==> src/rtl/dtile_mem_pkg.sv <==
// rtl/dtile_mem_pkg.sv - shared types and defaults for the d_tile memory responder
package dtile_mem_pkg;

  localparam int DEFAULT_DEPTH  = 4;
  localparam int DEFAULT_ADDR_W = 32;
  localparam int DEFAULT_DATA_W = 64;
  localparam int DEFAULT_LSID_W = 5;

  typedef logic [DEFAULT_DATA_W-1:0] reg_data_t;

  typedef struct packed {
    logic                      is_load;
    logic [DEFAULT_LSID_W-1:0] lsid;
    logic [DEFAULT_ADDR_W-1:0] addr;
    reg_data_t                 data;
  } dtile_req_t;

  typedef enum logic [1:0] {
    IDLE    = 2'd0,
    ISSUE   = 2'd1,
    WAIT_RD = 2'd2
  } dtile_rsp_state_e;

endpackage

==> src/rtl/dtile_req_fifo.sv <==
// rtl/dtile_req_fifo.sv - in-order request FIFO with head output, no push/pop bypass
module dtile_req_fifo #(
  parameter int WIDTH = 8,
  parameter int DEPTH = 4
) (
  input  logic             clk,
  input  logic             rst_n,
  input  logic             push,
  input  logic [WIDTH-1:0] push_data,
  input  logic             pop,
  output logic             full,
  output logic             empty,
  output logic [WIDTH-1:0] head
);

  localparam int PTR_W = $clog2(DEPTH);

  logic [WIDTH-1:0] mem [DEPTH];
  logic [PTR_W-1:0] wr_ptr;
  logic [PTR_W-1:0] rd_ptr;
  logic [PTR_W:0]   count;
  logic             do_push;
  logic             do_pop;

  assign full    = (count == (PTR_W+1)'(DEPTH));
  assign empty   = (count == '0);
  assign do_push = push && !full;
  assign do_pop  = pop && !empty;
  assign head    = mem[rd_ptr];

  // Pointers wrap naturally because DEPTH is a power of two
  always_ff @(posedge clk or negedge rst_n) begin
    if (!rst_n) begin
      wr_ptr <= '0;
      rd_ptr <= '0;
      count  <= '0;
    end else begin
      if (do_push) wr_ptr <= wr_ptr + 1'b1;
      if (do_pop)  rd_ptr <= rd_ptr + 1'b1;
      case ({do_push, do_pop})
        2'b10:   count <= count + 1'b1;
        2'b01:   count <= count - 1'b1;
        default: count <= count;
      endcase
    end
  end

  // Entry storage needs no reset; occupancy is tracked by count
  always_ff @(posedge clk) begin
    if (do_push) mem[wr_ptr] <= push_data;
  end

endmodule

==> src/rtl/dtile_mem_responder.sv <==
// rtl/dtile_mem_responder.sv - queued load/store responder, one memory access at a time; optional DTILE_MISALIGN_CHK_EN
module dtile_mem_responder
  import dtile_mem_pkg::*;
#(
  parameter int DATA_W = DEFAULT_DATA_W,
  parameter int ADDR_W = DEFAULT_ADDR_W,
  parameter int DEPTH  = DEFAULT_DEPTH,
  parameter int LSID_W = DEFAULT_LSID_W
) (
  input  logic              clk,
  input  logic              rst_n,
  input  logic              req_valid,
  output logic              req_ready,
  input  logic              req_is_load,
  input  logic [LSID_W-1:0] req_lsid,
  input  logic [ADDR_W-1:0] req_addr,
  input  logic [DATA_W-1:0] req_data,
  output logic              mem_req,
  output logic              mem_we,
  output logic [ADDR_W-1:0] mem_addr,
  output logic [DATA_W-1:0] mem_wdata,
  input  logic              mem_gnt,
  input  logic              mem_rvalid,
  input  logic [DATA_W-1:0] mem_rdata,
  output logic              set_complete,
  output logic [LSID_W-1:0] set_lsid,
  output logic [DATA_W-1:0] set_data,
`ifdef DTILE_MISALIGN_CHK_EN
  output logic              set_err,
`endif
  output logic              busy
);

  localparam int ENTRY_W = 1 + LSID_W + ADDR_W + DATA_W;

  dtile_rsp_state_e  state;
  logic              fifo_full;
  logic              fifo_empty;
  logic              fifo_pop;
  logic [ENTRY_W-1:0] head;
  logic              head_is_load;
  logic [LSID_W-1:0] head_lsid;
  logic [ADDR_W-1:0] head_addr;
  logic [DATA_W-1:0] head_data;
  logic              head_misaligned;

  assign head_is_load = head[ENTRY_W-1];
  assign head_lsid    = head[ENTRY_W-2 -: LSID_W];
  assign head_addr    = head[DATA_W +: ADDR_W];
  assign head_data    = head[DATA_W-1:0];

`ifdef DTILE_MISALIGN_CHK_EN
  localparam int OFF_W = $clog2(DATA_W/8);
  assign head_misaligned = |head_addr[OFF_W-1:0];
`else
  assign head_misaligned = 1'b0;
`endif

  assign req_ready = !fifo_full;
  assign busy      = !fifo_empty || (state != IDLE);

  dtile_req_fifo #(
    .WIDTH (ENTRY_W),
    .DEPTH (DEPTH)
  ) u_fifo (
    .clk       (clk),
    .rst_n     (rst_n),
    .push      (req_valid),
    .push_data ({req_is_load, req_lsid, req_addr, req_data}),
    .pop       (fifo_pop),
    .full      (fifo_full),
    .empty     (fifo_empty),
    .head      (head)
  );

  // Head leaves the queue when its access fully completes (or is rejected as misaligned)
  always_comb begin
    fifo_pop = 1'b0;
    if (state == ISSUE)
      fifo_pop = head_misaligned || (mem_gnt && !head_is_load);
    else if (state == WAIT_RD)
      fifo_pop = mem_rvalid;
  end

  // Access sequencer with registered memory port and completion outputs
  always_ff @(posedge clk or negedge rst_n) begin
    if (!rst_n) begin
      state        <= IDLE;
      mem_req      <= 1'b0;
      mem_we       <= 1'b0;
      mem_addr     <= '0;
      mem_wdata    <= '0;
      set_complete <= 1'b0;
      set_lsid     <= '0;
      set_data     <= '0;
`ifdef DTILE_MISALIGN_CHK_EN
      set_err      <= 1'b0;
`endif
    end else begin
      set_complete <= 1'b0;
      case (state)
        IDLE: begin
          if (!fifo_empty) begin
            state     <= ISSUE;
            mem_req   <= !head_misaligned;
            mem_we    <= !head_is_load && !head_misaligned;
            mem_addr  <= head_addr;
            mem_wdata <= head_data;
          end
        end
        ISSUE: begin
          if (head_misaligned) begin
            state        <= IDLE;
            set_complete <= 1'b1;
            set_lsid     <= head_lsid;
            set_data     <= '0;
`ifdef DTILE_MISALIGN_CHK_EN
            set_err      <= 1'b1;
`endif
          end else if (mem_gnt) begin
            mem_req <= 1'b0;
            mem_we  <= 1'b0;
            if (head_is_load) begin
              state <= WAIT_RD;
            end else begin
              state        <= IDLE;
              set_complete <= 1'b1;
              set_lsid     <= head_lsid;
              set_data     <= '0;
`ifdef DTILE_MISALIGN_CHK_EN
              set_err      <= 1'b0;
`endif
            end
          end
        end
        WAIT_RD: begin
          if (mem_rvalid) begin
            state        <= IDLE;
            set_complete <= 1'b1;
            set_lsid     <= head_lsid;
            set_data     <= mem_rdata;
`ifdef DTILE_MISALIGN_CHK_EN
            set_err      <= 1'b0;
`endif
          end
        end
        default: state <= IDLE;
      endcase
    end
  end

endmodule
==> config.mk <==
export PLATFORM = sky130hd
export DESIGN_NAME = dtile_mem_responder
export DESIGN_NICKNAME = d
export VERILOG_FILES = /design/src/rtl/dtile_mem_pkg.sv /design/src/rtl/dtile_req_fifo.sv /design/src/rtl/dtile_mem_responder.sv
export SDC_FILE = /design/constraint.sdc
export NUM_CORES = 1
export LEC_CHECK = 0
export CAP_MARGIN = 15
export CORE_UTILIZATION = 26
export DETAILED_ROUTE_END_ITERATION = 8
export DONT_BUFFER_PORTS = 1
export MAX_ROUTING_LAYER = met4
export PLACE_DENSITY = 0.43
export SETUP_SLACK_MARGIN = 0.4
export SLEW_MARGIN = 20
export SYNTH_ARGS = -nofsm -noshare
export SYNTH_HDL_FRONTEND = slang
export SYNTH_SLANG_ARGS = --single-unit
==> constraint.sdc <==
create_clock -name clk -period 4.35 [get_ports clk]
set_clock_uncertainty 0.1 [all_clocks]
set_input_delay 0.87 -clock clk [delete_from_list [all_inputs] [get_ports clk]]
set_output_delay 0.87 -clock clk [all_outputs]
set_load 0.01 [all_outputs]
==> results.txt <==
The worst register-to-register path ends at u_fifo.count[2]$_DFFE_PN0P_. The logs give 46.8% for the sequential power share and 22800 sq um for the area of placed instances. Across all register-to-register paths, the minimum setup slack is 1140 ps.

The routability congestion estimate was 0.675; the post-detailed-route via-to-cell ratio was 4.40. CTS placed an instance of clkbuf_16 at the clock tree root. The total number of vias is 9385.

The first global-routing pass estimated 69.8 mm of wire. By startpoint and endpoint, the worst setup path is classified as reg -> reg. The number of remaining DRC errors was 0. After clock tree synthesis, the setup repair step added 0 buffers. Of all cell types, the one taking the most synthesized area is edfxtp_1. The run gives 0 as the final number of setup-violating endpoints. During I/O placement, the number of pins put on the boundary was 341. Dividing the detail-routed wire length by the instance count gives 23.0 um.

The shortest clock period the worst path allows after layout is 3210 ps, and the final count of hold timing violations is 177. From synthesis to final layout, the design area changed by 17.3%. The run finished, with violations left. The checks that failed: negative hold slack.

Remaining antenna violation count after routing: 0. In this run, the number of DRC markers left after iteration 0 of detailed routing was 402. Across the run, the number of max-cap violations was 0. The tools report the post-cts repair resize count as 0.

Cells with a size suffix above 1 make up 32.0% of the layout. Combinational cells account for 22.3% of the total power. The tools report the static leakage as 8.75 nW. The startpoint identified for the worst register-to-register timing path is u_fifo.rd_ptr[0]$_DFFE_PN0P_.

After routing, the total negative slack on setup checks comes to 0 ps. The most frequently used flop master after synthesis is edfxtp_1. The number of global-route vias before repair is 10271, and the power density over the cells is 756 nW/um^2. The tools report the overall die area as 83700 sq um. In the post-synthesis netlist, the cell with the most instances is edfxtp_1.

The analysis attributes to net switching a power of 0.00572 W. The tools report the total internal power as 0.0133 W. The core region is 81100 sq um. Path type of the worst min-delay path: in -> async. At the pin with the least slew margin, the transition time is 842 ps. Fraction of synthesis flops using an asynchronous set or reset pin: 30.3%.

The wire-length estimate of the detail-placed layout is 27.5 mm. The critical path buffer and inverter count was 1; the buffer depth of the longest clock path was 3. The number of antenna violations at the first check in global routing is 0, and the top-area cell type share of the netlist area is 57.1%.

Synthesis produced a netlist with a net count of 1154. The worst setup path is captured at a flip-flop. Yosys mapped a number of flops with a built-in enable equal to 408. TritonCTS created 70 clock buffers.

Based on the critical path, the design can be clocked at up to 0.311 GHz. The die width was 289 um; the data arrival time at the worst-slack endpoint was 3630 ps. Data on the critical path is required at its endpoint by 4770 ps. The tools report the effective utilization at floorplan as 26.5%. Clock-pin slew was measured on the worst setup and hold paths at 60 ps. The synthesized design contains 585 register bits. Maximum number of pins on one net before global-route repair: 178. The total number of H-tree levels was 3.

The floorplan step set the die height to 289 um. The net switching share of the total power works out to 30.0%. The critical path goes through mux4_2, or2_2, a21oi_1, ha_1, inv_1, fa_1, xor2_1, nor2_1, xor2_1. The count of cells along the worst register-to-register path is 9.

The sink count of the clock tree was 585. After detailed routing, the total wire length is 49.0 mm. The count of cell types in the netlist was 41; the worst ir drop on vdd was 352 uV. Clock insertion delay at the later pin of the skew report: 610 ps. In this design, the largest share of critical-path delay is due to flip-flops. For the cell area after layout, the log shows 25200 sq um. The run gives 77.7% as the sequential area share after synthesis. After global routing the overflow that remains totals 0. The worst setup path is launched from a flip-flop.

The slowest stage of the critical path belongs to the cell dfrtp_4. The tools report the combined global-route utilization of all metal layers as 11.9%. By count the netlist is led by edfxtp_1, dfrtp_1, mux2_2, mux4_2, a22o_1.

The final number of max-transition violations is 0. TritonCTS built the clock tree. Port buffering added 0 buffers.

The worst-path maximum fanout is 27. Worst hold slack across all endpoints: -135 ps. The tools report the detailed-router iteration count before antenna repair as 4. For this run, the slowest stage of the critical path takes 770 ps. The number of instances in the synthesized netlist was 974; the number of cell rows was 104. Dividing the synthesized area by the synthesized cell count gives 22.0 sq um. The run gives 30.9% as the clock power share. At the end of the flow, the number of nets in the layout was 1196. The worst slew margin relative to its limit was 43.8%. Setup repair after global routing left no endpoint under its margin. After layout, the worst path uses 73.8% of the clock period.

Yosys attributes the largest share of cell area to edfxtp_1, dfrtp_1, mux4_2. The run gives 21500 sq um as the post-synthesis instance area. By instance count, the cell type seen most on the critical path is xor2_1.

For this run, the number of Yosys warnings is 0.
-- power by group through the flow --
stage / Combinational (W) / Clock (W) / Sequential [W]
2_1_floorplan: 0.00337 / 0 / 0.00865
4_1_cts: 0.00444 / 0.00610 / 0.00896
3_5_place_dp: 0.00443 / 0 / 0.00906
5_1_grt: 0.00468 / 0.00632 / 0.00912
3_3_place_gp: 0.00435 / 0 / 0.00903
6_report: 0.00423 / 0.00589 / 0.00891
-- stage by stage --
stage	hold WS (ps)	cells	utilization (%)	power, W	setup WS, ps
after CTS	-197	2131	31.1	0.0195	1030
final	-135	2133	31.1	0.0190	1140
after detailed placement	419	2004	28.1	0.0135	1090
after global placement	410	2003	28.1	0.0134	1120
after global routing	-196	2131	31.1	0.0201	880
after floorplan	381	974	-	0.0120	496
-- worst max path at each step --
stage,start,endpoint,depth (start not counted)
2_1_floorplan,req_valid,u_fifo.mem[1][0]$_DFFE_PP_,1
3_3_place_gp,u_fifo.rd_ptr[0]$_DFFE_PN0P_,u_fifo.count[2]$_DFFE_PN0P_,9
3_5_place_dp,u_fifo.rd_ptr[0]$_DFFE_PN0P_,u_fifo.count[2]$_DFFE_PN0P_,9
4_1_cts,u_fifo.count[0]$_DFFE_PN0P_,busy,2
5_1_grt,u_fifo.rd_ptr[0]$_DFFE_PN0P_,u_fifo.count[2]$_DFFE_PN0P_,9
6_report,u_fifo.rd_ptr[0]$_DFFE_PN0P_,u_fifo.count[2]$_DFFE_PN0P_,9
-- cells by family (layout without fill, tap and decap cells) --
group,count (synthesis),count (layout),synth area share [%]
other cells,0,2,0
buf+inv,61,158,1.38
xor+xnor,4,4,0.163
flops,585,585,77.7
mux,206,206,16.1
simple gates,32,32,0.845
fa+ha+maj,9,9,0.560
compound gates,77,77,3.18
-- cell usage in the layout (no fill, tap or decap), drive strengths merged, types with 6 or more instances in the layout --
cell,instances
a22o,65
dfrtp,177
nand2,7
edfxtp,408
inv,15
clkinvlp,6
mux4,102
clkbuf,96
clkinv,14
bufinv,6
ha,8
buf,21
mux2,102
-- sequential cells by signal, indices dropped and copies added (netlist names) --
register	cells
set_data	64
mem_we	1
set_lsid	5
mem_addr	32
u_fifo.mem	408
set_complete	1
u_fifo.count	3
state	2
u_fifo.wr_ptr	2
mem_wdata	64
mem_req	1
u_fifo.rd_ptr	2
-- worst reg2reg max path, delay by kind of cell (launching register included) --
family	cells	cell delay (ps)
AOI/OAI and AO/OA	1	170
and+or+nand+nor	2	460
xor gates and xnor gates	2	320
buffers and inverters	1	60
adders and majority gates	2	570
muxes	1	690
DFF	1	770
-- layout make-up --
type,count,area (sq um)
clock buffer,96,1920
sequential,585,16700
multi-input combinational,328,4520
fill,7807,55900
timing repair buffer,21,245
antenna,2,5.00
tap,1060,1330
clock inverter,31,442
inverter,10,37.5
-- per-layer routing --
| layer | up-vias | part of all wire [%] | GRT usage, % |
|---|---|---|---|
| met3 | 76 | 9.5 | 5.24 |
| met1 | 4965 | 37 | 12.4 |
| met2 | 300 | 51 | 20.1 |
| met5 | - | 0 | - |
| li1 | 4044 | - | - |
| met4 | 0 | 2.4 | 3.58 |
Power figures use the tool's default switching activity.
